==> src/rtl/interframe_ctrl.sv <==
// CAN interframe sequencer: intermission, overload frames, bus idle and SOF permission.
// Define OVL_STATS_EN to add the saturating ovlCount output.
module interframe_ctrl #(
  parameter int MAX_LOCAL_OVL = 2,
  parameter int STUCK_LIMIT   = 13
) (
  input  logic       samplePoint,
  input  logic       nReset,
  input  logic       canRX,
  input  logic       eofDone,
  input  logic       rxNotReady,
  input  logic       isError,
  output logic       isOverload,
  output logic       overloadTX,
  output logic       txAllowed,
  output logic       sofDetect,
  output logic       stuckErr
`ifdef OVL_STATS_EN
  ,
  output logic [7:0] ovlCount
`endif
);

  localparam int CNT_W = (STUCK_LIMIT > 8) ? $clog2(STUCK_LIMIT) : 3;
  localparam int LCL_W = $clog2(MAX_LOCAL_OVL + 2);

  typedef enum logic [2:0] {
    WAIT_EOF     = 3'd0,
    INTERMISSION = 3'd1,
    OVL_FLAG     = 3'd2,
    OVL_WAIT_REC = 3'd3,
    OVL_DELIM    = 3'd4,
    BUS_IDLE     = 3'd5
  } state_t;

  state_t             state_r;
  state_t             nextState_s;
  logic [CNT_W-1:0]   bitCnt_r;
  logic [CNT_W-1:0]   nextBitCnt_s;
  logic [LCL_W-1:0]   localCnt_r;
  logic [LCL_W-1:0]   nextLocalCnt_s;
  logic               localReq_s;
  logic               sofPulse_s;
  logic               stuckPulse_s;

  // Next-state, counter and pulse decode for one sampled bit
  always_comb begin
    nextState_s    = state_r;
    nextBitCnt_s   = bitCnt_r;
    nextLocalCnt_s = localCnt_r;
    sofPulse_s     = 1'b0;
    stuckPulse_s   = 1'b0;
    localReq_s     = rxNotReady && (localCnt_r < LCL_W'(MAX_LOCAL_OVL));

    if (isError) begin
      nextState_s    = WAIT_EOF;
      nextBitCnt_s   = CNT_W'(0);
      nextLocalCnt_s = LCL_W'(0);
    end else begin
      case (state_r)
        WAIT_EOF: begin
          if (eofDone) begin
            nextBitCnt_s = CNT_W'(0);
            if (localReq_s) begin
              nextState_s    = OVL_FLAG;
              nextLocalCnt_s = localCnt_r + LCL_W'(1);
            end else begin
              nextState_s = INTERMISSION;
            end
          end else begin
            nextState_s = WAIT_EOF;
          end
        end
        INTERMISSION: begin
          // A local request wins over a simultaneous dominant bit so it is counted
          if ((bitCnt_r == CNT_W'(0)) && localReq_s) begin
            nextState_s    = OVL_FLAG;
            nextBitCnt_s   = CNT_W'(0);
            nextLocalCnt_s = localCnt_r + LCL_W'(1);
          end else if ((bitCnt_r < CNT_W'(2)) && !canRX) begin
            nextState_s  = OVL_FLAG;
            nextBitCnt_s = CNT_W'(0);
          end else if (bitCnt_r >= CNT_W'(2)) begin
            nextBitCnt_s   = CNT_W'(0);
            nextLocalCnt_s = LCL_W'(0);
            if (!canRX) begin
              sofPulse_s  = 1'b1;
              nextState_s = WAIT_EOF;
            end else begin
              nextState_s = BUS_IDLE;
            end
          end else begin
            nextBitCnt_s = bitCnt_r + CNT_W'(1);
          end
        end
        OVL_FLAG: begin
          if (bitCnt_r >= CNT_W'(5)) begin
            nextState_s  = OVL_WAIT_REC;
            nextBitCnt_s = CNT_W'(0);
          end else begin
            nextBitCnt_s = bitCnt_r + CNT_W'(1);
          end
        end
        OVL_WAIT_REC: begin
          if (canRX) begin
            nextState_s  = OVL_DELIM;
            nextBitCnt_s = CNT_W'(1);
          end else if (bitCnt_r >= CNT_W'(STUCK_LIMIT - 1)) begin
            stuckPulse_s = 1'b1;
            nextState_s  = WAIT_EOF;
            nextBitCnt_s = CNT_W'(0);
          end else begin
            nextBitCnt_s = bitCnt_r + CNT_W'(1);
          end
        end
        OVL_DELIM: begin
          if (!canRX) begin
            nextState_s  = OVL_FLAG;
            nextBitCnt_s = CNT_W'(0);
          end else if (bitCnt_r >= CNT_W'(7)) begin
            nextState_s  = INTERMISSION;
            nextBitCnt_s = CNT_W'(0);
          end else begin
            nextBitCnt_s = bitCnt_r + CNT_W'(1);
          end
        end
        BUS_IDLE: begin
          nextLocalCnt_s = LCL_W'(0);
          nextBitCnt_s   = CNT_W'(0);
          if (!canRX) begin
            sofPulse_s  = 1'b1;
            nextState_s = WAIT_EOF;
          end else begin
            nextState_s = BUS_IDLE;
          end
        end
        default: begin
          nextState_s    = WAIT_EOF;
          nextBitCnt_s   = CNT_W'(0);
          nextLocalCnt_s = LCL_W'(0);
        end
      endcase
    end
  end

  // State, counters and registered outputs (outputs decode the next state)
  always_ff @(posedge samplePoint or negedge nReset) begin
    if (!nReset) begin
      state_r    <= WAIT_EOF;
      bitCnt_r   <= CNT_W'(0);
      localCnt_r <= LCL_W'(0);
      isOverload <= 1'b0;
      overloadTX <= 1'b0;
      txAllowed  <= 1'b0;
      sofDetect  <= 1'b0;
      stuckErr   <= 1'b0;
    end else begin
      state_r    <= nextState_s;
      bitCnt_r   <= nextBitCnt_s;
      localCnt_r <= nextLocalCnt_s;
      isOverload <= (nextState_s == OVL_FLAG) || (nextState_s == OVL_WAIT_REC) ||
                    (nextState_s == OVL_DELIM);
      overloadTX <= (nextState_s == OVL_FLAG);
      txAllowed  <= (nextState_s == BUS_IDLE) ||
                    ((nextState_s == INTERMISSION) && (nextBitCnt_s == CNT_W'(2)));
      sofDetect  <= sofPulse_s;
      stuckErr   <= stuckPulse_s;
    end
  end

`ifdef OVL_STATS_EN
  // Saturating count of overload-flag entries, survives error frames
  always_ff @(posedge samplePoint or negedge nReset) begin
    if (!nReset) begin
      ovlCount <= 8'd0;
    end else if ((nextState_s == OVL_FLAG) && (state_r != OVL_FLAG) &&
                 (ovlCount != 8'hFF)) begin
      ovlCount <= ovlCount + 8'd1;
    end else begin
      ovlCount <= ovlCount;
    end
  end
`endif

endmodule

==> config.mk <==
export PLATFORM = sky130hd
export DESIGN_NAME = interframe_ctrl
export DESIGN_NICKNAME = d
export VERILOG_FILES = /design/src/rtl/interframe_ctrl.sv
export SDC_FILE = /design/constraint.sdc
export NUM_CORES = 1
export LEC_CHECK = 0
export CAP_MARGIN = 20
export CORE_UTILIZATION = 59
export CTS_CLUSTER_SIZE = 12
export DETAILED_ROUTE_END_ITERATION = 16
export GPL_TIMING_DRIVEN = 0
export PLACE_DENSITY = 0.83
export RECOVER_POWER = 50
export SLEW_MARGIN = 20
export SYNTH_ARGS = -nofsm -noshare
export SYNTH_HDL_FRONTEND = slang
export SYNTH_SLANG_ARGS = --single-unit
==> constraint.sdc <==
create_clock -name samplePoint -period 7 [get_ports samplePoint]
set_clock_uncertainty 0.05 [all_clocks]
set_input_delay 0.7 -clock samplePoint [delete_from_list [all_inputs] [get_ports samplePoint]]
set_output_delay 0.7 -clock samplePoint [all_outputs]
set_load 0.1 [all_outputs]
; After elaboration in Yosys (flattened, before gate mapping)
; Cells that the tools add are included.
[classes]
addsub = 2
muxes = 41
n_reduce_logical = 12
eq_ne = 16
order_cmp = 6
[op_table]
columns = cell, count
row1 = 2-to-1 mux 4 bit, 10
row2 = 2-to-1 mux 3 bit, 11
row3 = one-hot mux 4 bit (5 select lines), 1
row4 = one-hot mux 3 bit (6 select lines), 1
row5 = 2-to-1 mux 2 bit, 7
row6 = equality test 3 x 2 -> 1 bit (second input constant), 4
row7 = equality test 3 bit (second input constant), 4
row8 = 2-to-1 mux 1 bit, 9
row9 = greater-or-equal comparator 4 x 3 -> 1 bit (second input constant), 2
row10 = != test 4 bit (second input constant), 2
row11 = equality test 3 x 1 -> 1 bit (second input constant), 2
row12 = != test 3 bit (second input constant), 2
row13 = one-hot mux 2 bit (3 select lines), 1
row14 = AND reduction 5 bit, 1
row15 = adder 4 x 1 -> 4 bit (second input constant), 1
row16 = equality test 4 x 2 -> 1 bit (second input constant), 1
row17 = greater-or-equal comparator 4 x 2 -> 1 bit (second input constant), 1
row18 = greater-or-equal comparator 4 bit (second input constant), 1
row19 = logical AND 1 bit, 4
row20 = zero test 4 bit, 1
row21 = less-than comparator 4 x 2 -> 1 bit (second input constant), 1
row22 = zero test 3 bit, 1
row23 = logical OR 1 bit, 3
row24 = OR reduction 3 bit, 1
row25 = 5 further kinds, 5
[totals]
output_inout_bits = 5
register_bits = 14

; Longest topological paths before layout
; Gate-level depths: netlist of the first run.
[depth]
depth_word = 9
mapped_depth = 8
mapped_depth_nobuf = 8

; Worst setup path before layout of the first run
; No wires, ideal clock.
[synth_path]
path_kind = reg-to-reg
from = register bitCnt_r[0]
to = register txAllowed
setup_ps = 120
path_stages_with_launch = 9
t_required_ps = 6830
period_less_slack_ps = 2425
setup_slack_ps = 4575
n_path_buf = 0
arrival_ps = 2255
cell_sequence = dfrtp_1 -> inv_1 -> ha_1 -> or4_4 -> a311oi_2 -> nor3_1 -> or4_1 -> and4b_1 -> a41o_1
[synth_between]
elab_chain_len = 9
[synth_rtl]
columns = item, line
row1 = start: declaration, 38  ; logic [CNT_W-1:0] bitCnt_r;
row2 = start signal: assignment, 159  ; bitCnt_r <= nextBitCnt_s;
row3 = "adder 4 x 1 -> 4 bit, or another cell as far along", --
row4 = "2-to-1 mux 4 bit, or another cell as far along", 83  ; end else if (bitCnt_r >= CNT_W'(2)) begin
row5 = 2-to-1 mux 4 bit or 2-to-1 mux 3 bit (tied branches), 80  ; end else if ((bitCnt_r < CNT_W'(2)) && !canRX) begin
row6 = 2-to-1 mux 4 bit or 2-to-1 mux 3 bit (tied branches), 76  ; if ((bitCnt_r == CNT_W'(0)) && localReq_s) begin
row7 = one-hot mux 4 bit (5 select lines) or one-hot mux 3 bit (6 select lines) (tied branches), 60  ; case (state_r)
row8 = 2-to-1 mux 4 bit or 2-to-1 mux 3 bit (tied branches), 55  ; if (isError) begin
row9 = equality test 4 x 2 -> 1 bit or equality test 3 x 1 -> 1 bit (tied branches), 165  ; ((nextState_s == INTERMISSION) && (nextBitCnt_s == CNT_W'(2)));
row10 = logical AND 1 bit, 165
row11 = logical OR 1 bit (*), 164  ; txAllowed <= (nextState_s == BUS_IDLE) ||
row12 = end signal: assignment, 164
row13 = end: declaration, 15  ; output logic txAllowed,
; Every way passes the cells marked *; elsewhere a longest branch is shown, timed or not.
; A chain may end at the register's enable or synchronous reset.

; Worst setup path after layout of the first run
[layout_path]
from = input port rxNotReady
to = register txAllowed
[layout_between]
elab_chain_len = 8
[layout_rtl]
columns = item, line
row1 = start: declaration, 11  ; input logic rxNotReady,
row2 = logical AND 1 bit (*), 53  ; localReq_s = rxNotReady && (localCnt_r < LCL_W'(MAX_LOCAL_OVL));
row3 = 2-to-1 mux 2 bit or logical AND 1 bit (tied branches), "64, 76"
row4 = "2-to-1 mux 3 bit, or another cell as far along", 62  ; if (eofDone) begin
row5 = one-hot mux 3 bit (6 select lines) or one-hot mux 4 bit (5 select lines) (tied branches), 60
row6 = 2-to-1 mux 3 bit or 2-to-1 mux 4 bit (tied branches), 55
row7 = equality test 3 x 1 -> 1 bit or equality test 4 x 2 -> 1 bit (tied branches), 165
row8 = logical AND 1 bit, 165
row9 = logical OR 1 bit (*), 164
; Marked as above.

==> results of run 1 <==
-- cells by family after synthesis --
family	Yosys count	synth area share
muxes	1	0.0107
adders and majority gates	5	0.0595
DFF	14	0.333
and+or+nand+nor	53	0.294
AOI/OAI and AO/OA	33	0.232
buffers and inverters	14	0.0713
-- path summary, 6_finish.rpt --
check,start,to,cells past startpoint
setup / recovery,rxNotReady,txAllowed$_DFF_PN0_,7
hold / removal,localCnt_r[1]$_DFFE_PN0P_,localCnt_r[1]$_DFFE_PN0P_,1
setup reg to reg,bitCnt_r[0]$_DFF_PN0_,txAllowed$_DFF_PN0_,8
hold reg to reg,localCnt_r[1]$_DFFE_PN0P_,localCnt_r[1]$_DFFE_PN0P_,1
max in group asynchronous,nReset,localCnt_r[1]$_DFFE_PN0P_,1
min in group asynchronous,nReset,bitCnt_r[2]$_DFF_PN0_,1
-- where the power goes --
group,switching (W),leakage [nW],internal [W]
Combinational,0.0000481,0.303,0.0000274
Clock,0.0000242,0.0138,0.0000199
Sequential,0.00000414,0.191,0.0000866
-- registers in the layout (all words and copies together), names as in the netlist --
| signal | flops |
|---|---|
| localCnt_r | 2 |
| isOverload | 1 |
| state_r | 3 |
| txAllowed | 1 |
| overloadTX | 1 |
| stuckErr | 1 |
| sofDetect | 1 |
| bitCnt_r | 4 |
-- cells in the mapped netlist, types with 3 or more instances --
cell type	n	area share
nand2b_1	3	0.018
inv_1	6	0.021
a21oi_1	8	0.038
nor3_1	4	0.019
buf_4	3	0.021
buf_2	3	0.014
a211oi_1	6	0.043
nand3b_1	3	0.021
nor2_1	10	0.036
nand3_1	3	0.014
ha_1	5	0.059
nor3b_1	3	0.021
o211ai_1	3	0.021
dfrtp_1	14	0.33
a21o_1	3	0.021
nand2_1	8	0.029
-- placed cells by master, fill, tap and decap left out, types with 3 or more instances in the layout --
cell type,Yosys,final
ha_1,5,5
dfrtp_1,14,14
clkbuf_4,0,3
o211ai_1,3,3
a211oi_1,6,6
buf_2,3,3
a21oi_1,8,8
nand2b_1,3,3
a21o_1,3,3
nor2_1,10,10
nor3b_1,3,3
buf_4,3,3
inv_1,6,6
nand3_1,3,3
nand2_1,8,8
clkdlybuf4s50_1,0,7
nand3b_1,3,3
nor3_1,4,4
-- metal layers --
metal	wire, um	part of all wire	global-route usage
met1	1050	0.42	0.397
met2	1160	0.47	0.459
met3	192	0.078	0.0612
met4	66	0.027	0.109
met5	0	0	0
-- final cells by class --
type,instances,area (um2)
buffer,8,52.6
timing repair buffer,9,90.1
fill,138,393
sequential,14,350
multi-input combinational,92,626
tap,16,20.0
clock buffer,3,22.5
inverter,6,22.5
-- stage by stage --
step | hold slack [ns] | setup WS (ns)
final | 0.498 | 4.05
after global routing | 0.515 | 3.91
after CTS | 0.505 | 4.12
after detailed placement | 0.493 | 3.86
after global placement | 0.464 | 4.00
after floorplan | 0.354 | 4.57
==> summary.txt, run 1 <==
Run status
  • Status: completed

Routing
  • Vias: 986
  • Drt pass-1 iters: 4
  • WL/cell: 16.7 um
  • DRC: 0
  • Via-per-instance ratio: 6.66
  • WL final: 2470 um
  • Remaining antenna violation count: 0
  • Iteration-0 DRC Markers: 23

Floorplanning
  • Die area: 0.00196 mm2
  • Initial core utilization: 0.667
  • Ports: 11
  • DIE HEIGHT: 44.2 um
  • Core area: 0.00158 mm2
  • Number of placement rows: 14
  • Die W: 44.2 um

Layout
  • Final net count: 145
  • Layout Cells excl Fill: 148
  • Final Cell Area: 0.00118 mm2
  • Syn-to-layout area delta: 12.5%
  • Ant. Diodes: 0
  • Utilization after layout: 0.751
  • Share of cells above drive strength 1: 0.144

Job
  • Max-cap viol count: 0

Global route
  • Antenna violations before repair: 0
  • Vias in the first global route: 947
  • Largest net degree at the start of global routing: 15
  • Global-route wire length before repair: 4120 um
  • Overflow after GRT: 0
  • GRT Overall Usage: 0.291

Worst setup path
  • Delay-heaviest family, CP: compound AO/OA/AOI/OAI gates
  • Setup Crit Path Kind: in2reg
  • Data arrival time of the worst path: 3.12 ns
  • Maximum fanout along the worst path: 4
  • Worst EP required: 7.17 ns
  • CP Capture Type: register
  • Reg-to-reg setup timing slack: 4.21 ns
  • Worst Path Buf+Inv: 1
  • CP cell instances: clkdlybuf4s50_1 -> and2b_1 -> a311oi_2 -> a2111oi_0 -> nor2_1 -> a211oi_1 -> a41o_1
  • Crit-path slowest cell: a2111oi_0
  • Max stage delay on crit path: 0.96 ns
  • Setup crit start kind: primary input

Power
  • Design Power: 0.000210 W
  • Leakage: 0.509 nW
  • Worst vdd ir: 0.171 mV
  • Power per cell area: 178 mW/mm2

Yosys
  • YS warnings: 0
  • Seq cells post-synth: 14
  • Post-synthesis async set-or-reset flop share: 1.00
  • Gate Count Post-Synth: 120
  • Sequential share of the synthesized area: 0.333
  • Post-synth cell types: 44
  • Syn nets: 131
  • Top FF cell, synth: dfrtp_1
  • EDFF count, synth: 0
  • Post-synth design cell area: 0.00105 mm2
  • Syn avg cell area: 8.77 um2

Clock network
  • Clock transition at path regs: 0.08 ns
  • Clock buffer depth: 2
  • Post-CTS Setup Bufs: 0
  • Htree depth: 1
  • Clk sinks: 14
  • Worst skew pair latency: 0.28 ns
  • CTS buffer count: 3
  • Post-CTS Resized: 0
  • CTS tree: done
  • CTS Hold Bufs: 0
  • Root Driver: clkbuf_4

Timing
  • Final setup violation count: 0
  • Final Hold Vio Count: 0
  • Setup TNS Final: 0 ns
  • RSZ-0062 raised after global routing: no
  • Worst Tran Pin Value: 1.06 ns
  • Fmax: 339 MHz
  • Crit share post-route: 0.421
  • Final worst path period need: 2.95 ns
  • Rel. slew slack: 0.274
  • Pins Over Slew Limit: 0

Place
  • Port Buffers: 9
  • Post-DP HPWL: 1840 um
  • DP Area: 0.00116 mm2
  • Dpl cells: 145
  • Placer Congestion: 0.926

Min path
  • HP Class: reg2reg
Note: power is estimated with default switching activity, not from simulation.
==> run 2: changes to the inputs <==
--- a/config.mk
+++ b/config.mk
@@ -6,11 +6,12 @@
 export NUM_CORES = 1
 export LEC_CHECK = 0
 export CAP_MARGIN = 20
-export CORE_UTILIZATION = 59
+export CORE_ASPECT_RATIO = 1.4
+export CORE_UTILIZATION = 55
 export CTS_CLUSTER_SIZE = 12
 export DETAILED_ROUTE_END_ITERATION = 16
 export GPL_TIMING_DRIVEN = 0
-export PLACE_DENSITY = 0.83
+export PLACE_DENSITY = 0.78
 export RECOVER_POWER = 50
 export SLEW_MARGIN = 20
 export SYNTH_ARGS = -nofsm -noshare
==> constraint.sdc (replaced) <==
create_clock -name samplePoint -period 2.78 [get_ports samplePoint]
set_clock_uncertainty 0.05 [all_clocks]
set_input_delay 0.278 -clock samplePoint [delete_from_list [all_inputs] [get_ports samplePoint]]
set_output_delay 0.278 -clock samplePoint [all_outputs]
set_load 0.1 [all_outputs]
==> run 2 against run 1 <==
  * Critical endpoint unchanged
  * First-iteration DRC count is 87% higher
  * Non-clock buffer count did not move
  * Combinational power rose to 2.5 times the previous value
==> summary.txt, run 2 (synthesized netlist as in run 1, its figures left out) <==
Run status
  • Status: completed

Layout
  • Top reg by flops: bitCnt_r
  • Max reg flops: 4 (unchanged)
  • Syn-to-layout area delta: 15.5%
  • Final net count: 145 (unchanged)
  • Utilization after layout: 0.683 (-0.0680)
  • Ant. Diodes: 0 (unchanged)
  • Most frequent cells in the layout: dfrtp_1 (14), nor2_1 (10), nand2_1 (8), a21oi_1 (8), clkdlybuf4s50_1 (8)
  • Share of cells above drive strength 1: 0.150 (+0.00644)
  • Top flop regs: bitCnt_r x4, state_r x3, localCnt_r x2
  • Commonest non-fill, non-tap cell in the layout: dfrtp_1

Floorplanning
  • Number of placement rows: 18 (+4)
  • Ports: 11 (unchanged)
  • Initial core utilization: 0.591 (-0.0760)
  • DIE HEIGHT: 53.8 um (+22%)
  • Die area: 0.00209 mm2 (+7.1%)
  • Core area: 0.00178 mm2 (+13%)
  • Die W: 39.0 um (-12%)

Routing
  • Via-per-instance ratio: 6.72 (+0.85%)
  • Vias: 1028 (+4.3%)
  • DRC: 0 (unchanged)
  • WL/cell: 16.7 um (+0.26%)
  • Iteration-0 DRC Markers: 43 (+87%)
  • Remaining antenna violation count: 0 (unchanged)
  • Drt pass-1 iters: 4 (unchanged)
  • WL final: 2560 um (+3.6%)

Timing
  • Rel. slew slack: 0.350 (+0.0762)
  • Fmax: 377 MHz
  • Worst Tran Pin Value: 0.972 ns (-0.0898 ns)
  • Final setup violation count: 0 (unchanged)
  • Final Hold Vio Count: 0 (unchanged)
  • Final worst path period need: 2.65 ns
  • Crit share post-route: 0.954
  • Pins Over Slew Limit: 0 (unchanged)
  • Final setup margin: 0.127 ns (-3.92 ns)

Power
  • Worst vdd ir: 0.374 mV (+120%)
  • Design Power: 0.000574 W (+170%)
  • Power per cell area: 473 mW/mm2 (+170%)
  • Leakage: 0.513 nW (+0.74%)

Clock network
  • Clock transition at path regs: 0.09 ns (about the same)
  • CTS buffer count: 3 (unchanged)
  • Root Driver: clkbuf_4
  • CTS tree: done
  • Worst skew pair latency: 0.29 ns (about the same)
  • CTS Hold Bufs: 0 (unchanged)
  • Htree depth: 1 (unchanged)
  • Clk sinks: 14 (unchanged)
  • Clock buffer depth: 2 (unchanged)

Place
  • Post-DP HPWL: 1830 um (-0.16%)
  • Placer Congestion: 0.933 (+0.78%)
  • Pre-CTS setup slack: 0.138 ns (-3.72 ns)
  • Port Buffers: 9 (unchanged)

Min path
  • HP Class: in2reg

Worst setup path
  • Data arrival time of the worst path: 2.79 ns (-0.33 ns)
  • Maximum fanout along the worst path: 6 (+2)
  • Setup crit start kind: register
  • Worst EP required: 2.92 ns (-4.25 ns)
  • Crit-path slowest cell: or4_4
  • CP cell instances: inv_1 -> ha_1 -> or4_4 -> a311oi_4 -> nor3_1 -> or4_1 -> and4b_1 -> a41o_1
  • Max stage delay on crit path: 0.44 ns (-0.52 ns)
  • CP Capture Type: register
  • Setup Crit Path Kind: reg2reg

Global route
  • Vias in the first global route: 1008 (+6.4%)
  • Largest net degree at the start of global routing: 15 (unchanged)
  • GRT Overall Usage: 0.291 (about the same)
  • Antenna violations before repair: 0 (unchanged)
  • Global-route wire length before repair: 4170 um (+1.2%)
  • Overflow after GRT: 0 (unchanged)

Job
  • Max-cap viol count: 0 (unchanged)
==> run 2: area by class of cell <==
class	count	area, um2
sequential	14	350
buffer	8	51.3
tap	20	25.0
fill	160	564
clock buffer	4	36.3
inverter	6	22.5
multi-input combinational	92	639
timing repair buffer	9	90.1
==> run 2: final timing paths <==
kind	startpoint	end	slack (ns)	cells after the start
setup reg to reg	bitCnt_r[0]$_DFF_PN0_	txAllowed$_DFF_PN0_	0.13	8
max in group asynchronous	nReset	txAllowed$_DFF_PN0_	1.87	1
hold reg to reg	localCnt_r[1]$_DFFE_PN0P_	localCnt_r[1]$_DFFE_PN0P_	0.50	1
setup / recovery	bitCnt_r[0]$_DFF_PN0_	txAllowed$_DFF_PN0_	0.13	8
min in group asynchronous	nReset	stuckErr$_DFF_PN0_	0.39	1
hold / removal	canRX	stuckErr$_DFF_PN0_	0.18	2
==> run 2: per-stage QoR <==
stage / instance area [um2] / instances / hold slack, ns / setup TNS, ns
after floorplan: 1050 / 120 / -0.0676 / 0
after detailed placement: 1170 / 149 / 0.484 / 0
after global placement: 1170 / 149 / 0.461 / 0
final: 1210 / 153 / 0.178 / 0
after global routing: 1210 / 153 / 0.179 / -0.0101
after CTS: 1200 / 153 / 0.179 / 0
==> run 2: report_power, final <==
group	internal, W	switching (W)
clock	0.0000799	0.0000738
sequential	0.000218	0.0000108
combinational	0.0000702	0.000121
==> run 2: timing repair <==
action / CTS / global route
buffers inserted: 0 / 0
setup endpoints to repair: 0 / 1
resized for setup: 0 / 1
==> run 2: critical path: cells and delay by family, from the launching register on <==
kind / cells / cell delay (ns)
and+or+nand+nor: 4 / 1.13
AOI/OAI and AO/OA: 2 / 0.55
DFF: 1 / 0.41
adders and majority gates: 1 / 0.26
buffers and inverters: 1 / 0.14
==> run 2: per-layer routing <==
layer,wire length (um),GRT usage
met1,1010,0.332
met2,1290,0.494
met3,142,0.0455
met4,110,0.178
met5,0,0
